## config.mk

```make
export PLATFORM = sky130hd
export DESIGN_NAME = uart_monitor_ctl
export DESIGN_NICKNAME = d
export VERILOG_FILES = /design/src/rtl/uart_monitor_ctl.sv
export SDC_FILE = /design/constraint.sdc
export NUM_CORES = 1
export LEC_CHECK = 0
export BUFFER_PORTS_ARGS = -buffer_cell sky130_fd_sc_hd__buf_2
export CORE_MARGIN = 8
export CORE_UTILIZATION = 27
export DETAILED_ROUTE_END_ITERATION = 6
export PLACE_DENSITY = 0.49
export SYNTH_ARGS = -nofsm -noshare
export SYNTH_HDL_FRONTEND = slang
export SYNTH_SLANG_ARGS = --single-unit
```

## constraint.sdc

```tcl
create_clock -name clk -period 2.4 [get_ports clk]
set_input_delay 0.48 -clock clk [delete_from_list [all_inputs] [get_ports clk]]
set_output_delay 0.48 -clock clk [all_outputs]
set_load 0.05 [all_outputs]
```

## src/rtl/uart_monitor_ctl.sv

```systemverilog
// uart_monitor_ctl: monitor-protocol sequencer (header echo, load/dump/exec); MON_TIMEOUT_EN adds the inter-byte timeout.
module uart_monitor_ctl #(parameter int unsigned TIMEOUT_CYCLES = 12000000) (
  input  logic        clk,
  input  logic        rst_n,
  input  logic        received,
  input  logic [7:0]  rx_byte,
  input  logic        is_transmitting,
  output logic        transmit,
  output logic [7:0]  tx_byte,
  output logic [15:0] mem_addr,
  output logic [7:0]  mem_wdata,
  output logic        mem_we,
  output logic        mem_re,
  input  logic [7:0]  mem_rdata,
  output logic        exec_pulse,
  output logic [15:0] exec_addr,
  output logic [3:0]  state_dbg,
  output logic        overrun,
  output logic        timeout_err,
  output logic        busy
);
  typedef enum logic [3:0] {
    S_ADDR_HI   = 4'd0,
    S_ADDR_LO   = 4'd1,
    S_CMD       = 4'd2,
    S_DECODE    = 4'd3,
    S_LOAD_WAIT = 4'd4,
    S_LOAD_WR   = 4'd5,
    S_DUMP_RD   = 4'd6,
    S_DUMP_CAP  = 4'd7,
    S_EXEC      = 4'd8,
    S_TX_GUARD  = 4'd9,
    S_TX_WAIT   = 4'd10
  } state_t;

  state_t state_q, state_d, ret_q, ret_d;
  logic [7:0]  rx_hold_q, data_q, data_d, tx_byte_q, tx_byte_d;
  logic [15:0] addr_q, addr_d, exec_addr_q, exec_addr_d;
  logic [1:0]  op_q, op_d;
  logic [5:0]  cnt_q, cnt_d;
  logic        rx_pend_q, overrun_q, transmit_q, transmit_d;
  logic        consume, can_take, tmo_hit;

  assign can_take = rx_pend_q && !is_transmitting;

  always_ff @(posedge clk or negedge rst_n) begin
    if (!rst_n) begin
      state_q     <= S_ADDR_HI;
      ret_q       <= S_ADDR_HI;
      rx_hold_q   <= 8'd0;
      rx_pend_q   <= 1'b0;
      overrun_q   <= 1'b0;
      data_q      <= 8'd0;
      tx_byte_q   <= 8'd0;
      transmit_q  <= 1'b0;
      addr_q      <= 16'd0;
      exec_addr_q <= 16'd0;
      op_q        <= 2'd0;
      cnt_q       <= 6'd0;
    end else begin
      state_q     <= state_d;
      ret_q       <= ret_d;
      rx_hold_q   <= received ? rx_byte : rx_hold_q;
      rx_pend_q   <= received | (rx_pend_q & ~consume);
      overrun_q   <= overrun_q | (received & rx_pend_q & ~consume);
      data_q      <= data_d;
      tx_byte_q   <= tx_byte_d;
      transmit_q  <= transmit_d;
      addr_q      <= addr_d;
      exec_addr_q <= exec_addr_d;
      op_q        <= op_d;
      cnt_q       <= cnt_d;
    end
  end

  always_comb begin
    state_d     = state_q;
    ret_d       = ret_q;
    data_d      = data_q;
    tx_byte_d   = tx_byte_q;
    transmit_d  = 1'b0;
    addr_d      = addr_q;
    exec_addr_d = exec_addr_q;
    op_d        = op_q;
    cnt_d       = cnt_q;
    consume     = 1'b0;
    case (state_q)
      S_ADDR_HI, S_ADDR_LO, S_CMD: if (can_take) begin
        consume    = 1'b1;
        tx_byte_d  = rx_hold_q;
        transmit_d = 1'b1;
        state_d    = S_TX_GUARD;
        addr_d     = state_q == S_ADDR_HI ? {rx_hold_q, addr_q[7:0]} :
                     state_q == S_ADDR_LO ? {addr_q[15:8], rx_hold_q} : addr_q;
        op_d       = state_q == S_CMD ? rx_hold_q[7:6] : op_q;
        cnt_d      = state_q == S_CMD ? rx_hold_q[5:0] : cnt_q;
        ret_d      = state_q == S_ADDR_HI ? S_ADDR_LO : state_q == S_ADDR_LO ? S_CMD : S_DECODE;
      end
      S_DECODE: begin
        state_d     = op_q == 2'b00 ? S_TX_GUARD : op_q == 2'b11 ? S_EXEC :
                      cnt_q == 6'd0 ? S_ADDR_HI : op_q == 2'b01 ? S_LOAD_WAIT : S_DUMP_RD;
        transmit_d  = op_q == 2'b00;
        tx_byte_d   = op_q == 2'b00 ? 8'h3F : tx_byte_q;
        ret_d       = S_ADDR_HI;
        exec_addr_d = op_q == 2'b11 ? addr_q : exec_addr_q;
      end
      S_LOAD_WAIT: if (can_take) begin
        consume = 1'b1;
        data_d  = rx_hold_q;
        state_d = S_LOAD_WR;
      end
      S_LOAD_WR, S_DUMP_CAP: begin
        tx_byte_d  = state_q == S_LOAD_WR ? data_q : mem_rdata;
        transmit_d = 1'b1;
        addr_d     = addr_q + 16'd1;
        cnt_d      = cnt_q - 6'd1;
        ret_d      = cnt_q == 6'd1 ? S_ADDR_HI : state_q == S_LOAD_WR ? S_LOAD_WAIT : S_DUMP_RD;
        state_d    = S_TX_GUARD;
      end
      S_DUMP_RD: state_d = S_DUMP_CAP;
      S_EXEC: begin
        tx_byte_d  = 8'h21;
        transmit_d = 1'b1;
        ret_d      = S_ADDR_HI;
        state_d    = S_TX_GUARD;
      end
      S_TX_GUARD: state_d = S_TX_WAIT;
      S_TX_WAIT: state_d = is_transmitting ? S_TX_WAIT : ret_q;
      default: state_d = S_ADDR_HI;
    endcase
    if (tmo_hit) begin
      tx_byte_d  = 8'h54;
      transmit_d = 1'b1;
      ret_d      = S_ADDR_HI;
      state_d    = S_TX_GUARD;
    end
  end

`ifdef MON_TIMEOUT_EN
  localparam logic [23:0] TMO_LAST = 24'(TIMEOUT_CYCLES - 1);
  logic [23:0] tmo_q;
  logic        tmo_run, timeout_q;
  assign tmo_run = (state_q == S_ADDR_LO || state_q == S_CMD || state_q == S_LOAD_WAIT) && !rx_pend_q;
  assign tmo_hit = tmo_run && tmo_q == TMO_LAST;
  always_ff @(posedge clk or negedge rst_n) begin
    if (!rst_n) begin
      tmo_q     <= 24'd0;
      timeout_q <= 1'b0;
    end else begin
      tmo_q     <= tmo_run && !tmo_hit ? tmo_q + 24'd1 : 24'd0;
      timeout_q <= timeout_q | tmo_hit;
    end
  end
  assign timeout_err = timeout_q;
`else
  assign tmo_hit     = 1'b0;
  assign timeout_err = 1'b0;
`endif

  assign transmit   = transmit_q;
  assign tx_byte    = tx_byte_q;
  assign mem_addr   = addr_q;
  assign mem_wdata  = data_q;
  assign mem_we     = state_q == S_LOAD_WR;
  assign mem_re     = state_q == S_DUMP_RD;
  assign exec_pulse = state_q == S_EXEC;
  assign exec_addr  = exec_addr_q;
  assign state_dbg  = state_q;
  assign overrun    = overrun_q;
  assign busy       = state_q != S_ADDR_HI;
endmodule

```

==> run_results.csv <==
group,metric,value,unit
synth,synth-adder-area-share,1.97,%
clock_tree,cts-root-buf,"clkbuf_16",
synth,yosysSeqAreaShare,48.6,%
synth,synth_ff_type,"dfrtp_1",
detailed_routing,ant_nets,0,
job,maxCapViolations,0,
synth,synth_top_cell_by_area,"dfrtp_1",
power,p_per_area,1530,nW/um^2
global_route,grt_max_degree,39,
synth,syn-num-nets,391,
place,dp_cells,615,
place,place_ws,404,ps
detailed_routing,dr.pass1.iters,4,
timing,setup-violations-final,0,
global_route,grt_pass1_vias,3256,
synth,netlist_instances,365,
synth,synth_cell_types,61,
detailed_routing,drt_iter0_markers,223,
global_route,grtUsageTotal,12.6,%
power,total_power,7.30,mW
timing,rsz0062_at_grt,"false",
global_route,antenna_found_initial,0,
timing,min_period_over_period,93.8,%
clock_tree,insertion_delay,350,ps
synth,synth-compound-area-share,14.7,%
timing,hold_ws,113,ps
clock_tree,clk_path_buf_depth,2,
cells_and_area,nNetsFinal,472,
timing,max_freq,444,MHz
die,die_y,135,um
synth,avgSynthCellArea,10.4,um^2
synth,synth_edf_count,0,
synth,ys_top_cells_by_area,"dfrtp_1, mux2_2, nor2_1",
die,num_rows,43,
detailed_routing,via_per_inst,5.01,
die,start_util,27.5,%
critical_path,crit_type,"register to output port",
synth,synth_mux_area_share,12.1,%
die,dieArea,18200,um^2
clock_tree,cts_resized,0,
critical_path,required,1920,ps
clock_tree,cts.hold.buffers_added,0,
synth,synth_top_family_by_area,"simple AND/OR/NAND/NOR gates",
timing,slew_headroom,52.1,%
timing,period_minus_slack,2250,ps
place,place_congestion,0.823,
detailed_routing,drt-total-wl,11000,um
cells_and_area,multiInputGateArea,1830,um^2
power,ir_drop,1150,uV
detailed_routing,drc,0,
timing,fin_worst_skew,9.20,ps
clock_tree,cts_buffers,9,
synth,yosysWarnings,0,
place,portBuffers,77,
clock_tree,clkTransAtPathRegs,60,ps
timing,hold_viol,0,
die,die_x,135,um
global_route,grt_pass1_wl,17800,um
synth,async_reset_ff_share,100,%
critical_path,cp-start-kind,"register",
die,ios,79,
global_route,grt-ovfl-total,0,
cells_and_area,final_util,34.6,%
cells_and_area,drive_gt1_share,33.7,%
min_path,hp-class,"input port to asynchronous set/reset pin",
cells_and_area,fill_cells,1415,
cells_and_area,syn2layout_area_growth,25.6,%
power,p_leak,2.18,nW
synth,synthSimpleGateAreaFrac,18.2,%
outcome,status,"finished clean",
timing,finalWorstSetupSlack,150,ps
cells_and_area,diodes,0,
timing,worstMarginPinSlew,713,ps
synth,synth_top_area_share,48.6,%
die,core,13800,um^2
clock_tree,cts_tree,"built",
critical_path,end_kind,"output port",
cells_and_area,seq_area,1850,um^2
clock_tree,htreeDepth,3,
clock_tree,cts.sinks,74,
synth,synth_xor_area_share,0.690,%
detailed_routing,wl_per_cell,17.4,um
detailed_routing,routed-via-count,3159,
place,dpl.hpwl,8040,um
synth,syn_area,3810,um^2
clock_tree,cts_setup_buffers,0,
critical_path,arrival,1770,ps
critical_path,cp_max_fo,6,
timing,drv_slew,0,
cells_and_area,fin_cells,631,
synth,ys_ff_latch,74,
==> critical path, stage by stage, from the launching register on <==
cell and delay [ps]:
dfrtp_1 450, or4_1 690, buf_2 280
==> final cells by class <==
| cell class | count | share of cell area, % |
|---|---|---|
| clock buffers | 9 | 4.71 |
| clock inverters | 7 | 2.07 |
| inverters | 8 | 0.628 |
| multi-input cells | 262 | 38.3 |
| flip-flops and latches | 74 | 38.7 |
| well taps | 180 | 4.71 |
| repair buffers | 91 | 10.8 |
==> cells by family (layout without fill, tap and decap cells) <==
group / Yosys count / count (layout)
compound gates: 84 / 84
xor+xnor: 3 / 3
fa+ha+maj: 6 / 6
buf+inv: 29 / 115
flops: 74 / 74
mux: 42 / 42
other cells: 1 / 1
simple gates: 126 / 126
==> final timing paths <==
path                              start            to  slack, ps  cells after the start
min reg2reg                     overrun       overrun        480                      1
min in group clk             rx_byte[2]  rx_hold_q[2]        360                      2
min                               rst_n  exec_addr[6]        110                      1
max reg2reg                state_dbg[3]  mem_addr[12]        370                      4
max in group asynchronous         rst_n  mem_wdata[2]       1730                      2
max                        state_dbg[2]          busy        150                      2
==> synth_stat cells, drive strengths merged (3+ instances only) <==
cell type / number
a211oi: 6
a21oi: 22
a311oi: 3
a31oi: 3
and2: 4
and3: 4
and4: 4
buf: 12
clkbuf: 9
dfrtp: 74
ha: 6
inv: 8
mux2: 31
mux2i: 11
nand2: 26
nand2b: 8
nand3: 15
nand4: 3
nor2: 33
nor2b: 4
nor3: 7
nor4: 3
nor4b: 3
o211ai: 6
o21ai: 19
o22ai: 3
or4: 4
xor2: 3
==> registers in the layout (all words and copies together) (netlist names), 2 cells and up <==
signal     count
exec_addr     16
mem_addr      16
mem_wdata      8
rx_hold_q      8
tx_byte        8
cnt_q          6
state_dbg      4
ret_q          3
op_q           2
==> per-layer routing <==
layer,up-vias,share of wire (%),GRT usage (%)
met5,-,0,0
met4,0,1.9,5.61
met3,13,5.1,3.31
met2,83,47,19.4
met1,1569,46,16.1
li1,1494,-,-
==> report_power, final <==
group	switching, mW	internal [mW]
Combinational	2.53	1.05
Sequential	0.510	1.74
Clock	0.557	0.917
==> per-stage QoR <==
stage	setup TNS (ps)	area (um^2)
2_1_floorplan	-30.4	3820
3_3_place_gp	0	4460
3_5_place_dp	0	4460
4_1_cts	0	4780
5_1_grt	0	4780
6_report	0	4780
==> cell usage in the layout, fill, tap and decap left out, types with 4 or more instances in the layout <==
cell type  Yosys  final
buf_2          9     76
dfrtp_1       74     74
nor2_1        32     32
mux2_2        31     31
nand2_1       26     26
a21oi_1       21     21
o21ai_0       19     19
nand3_1       14     14
buf_4          1     13
mux2i_1       11     11
clkbuf_16      0      9
nand2b_1       8      8
inv_1          8      8
nor3_1         7      7
a211oi_1       6      6
o211ai_1       6      6
ha_1           6      6
nor2b_1        4      4
and2_1         4      4
and4_1         4      4
and3_1         4      4
Power figures use the tool's default switching activity.
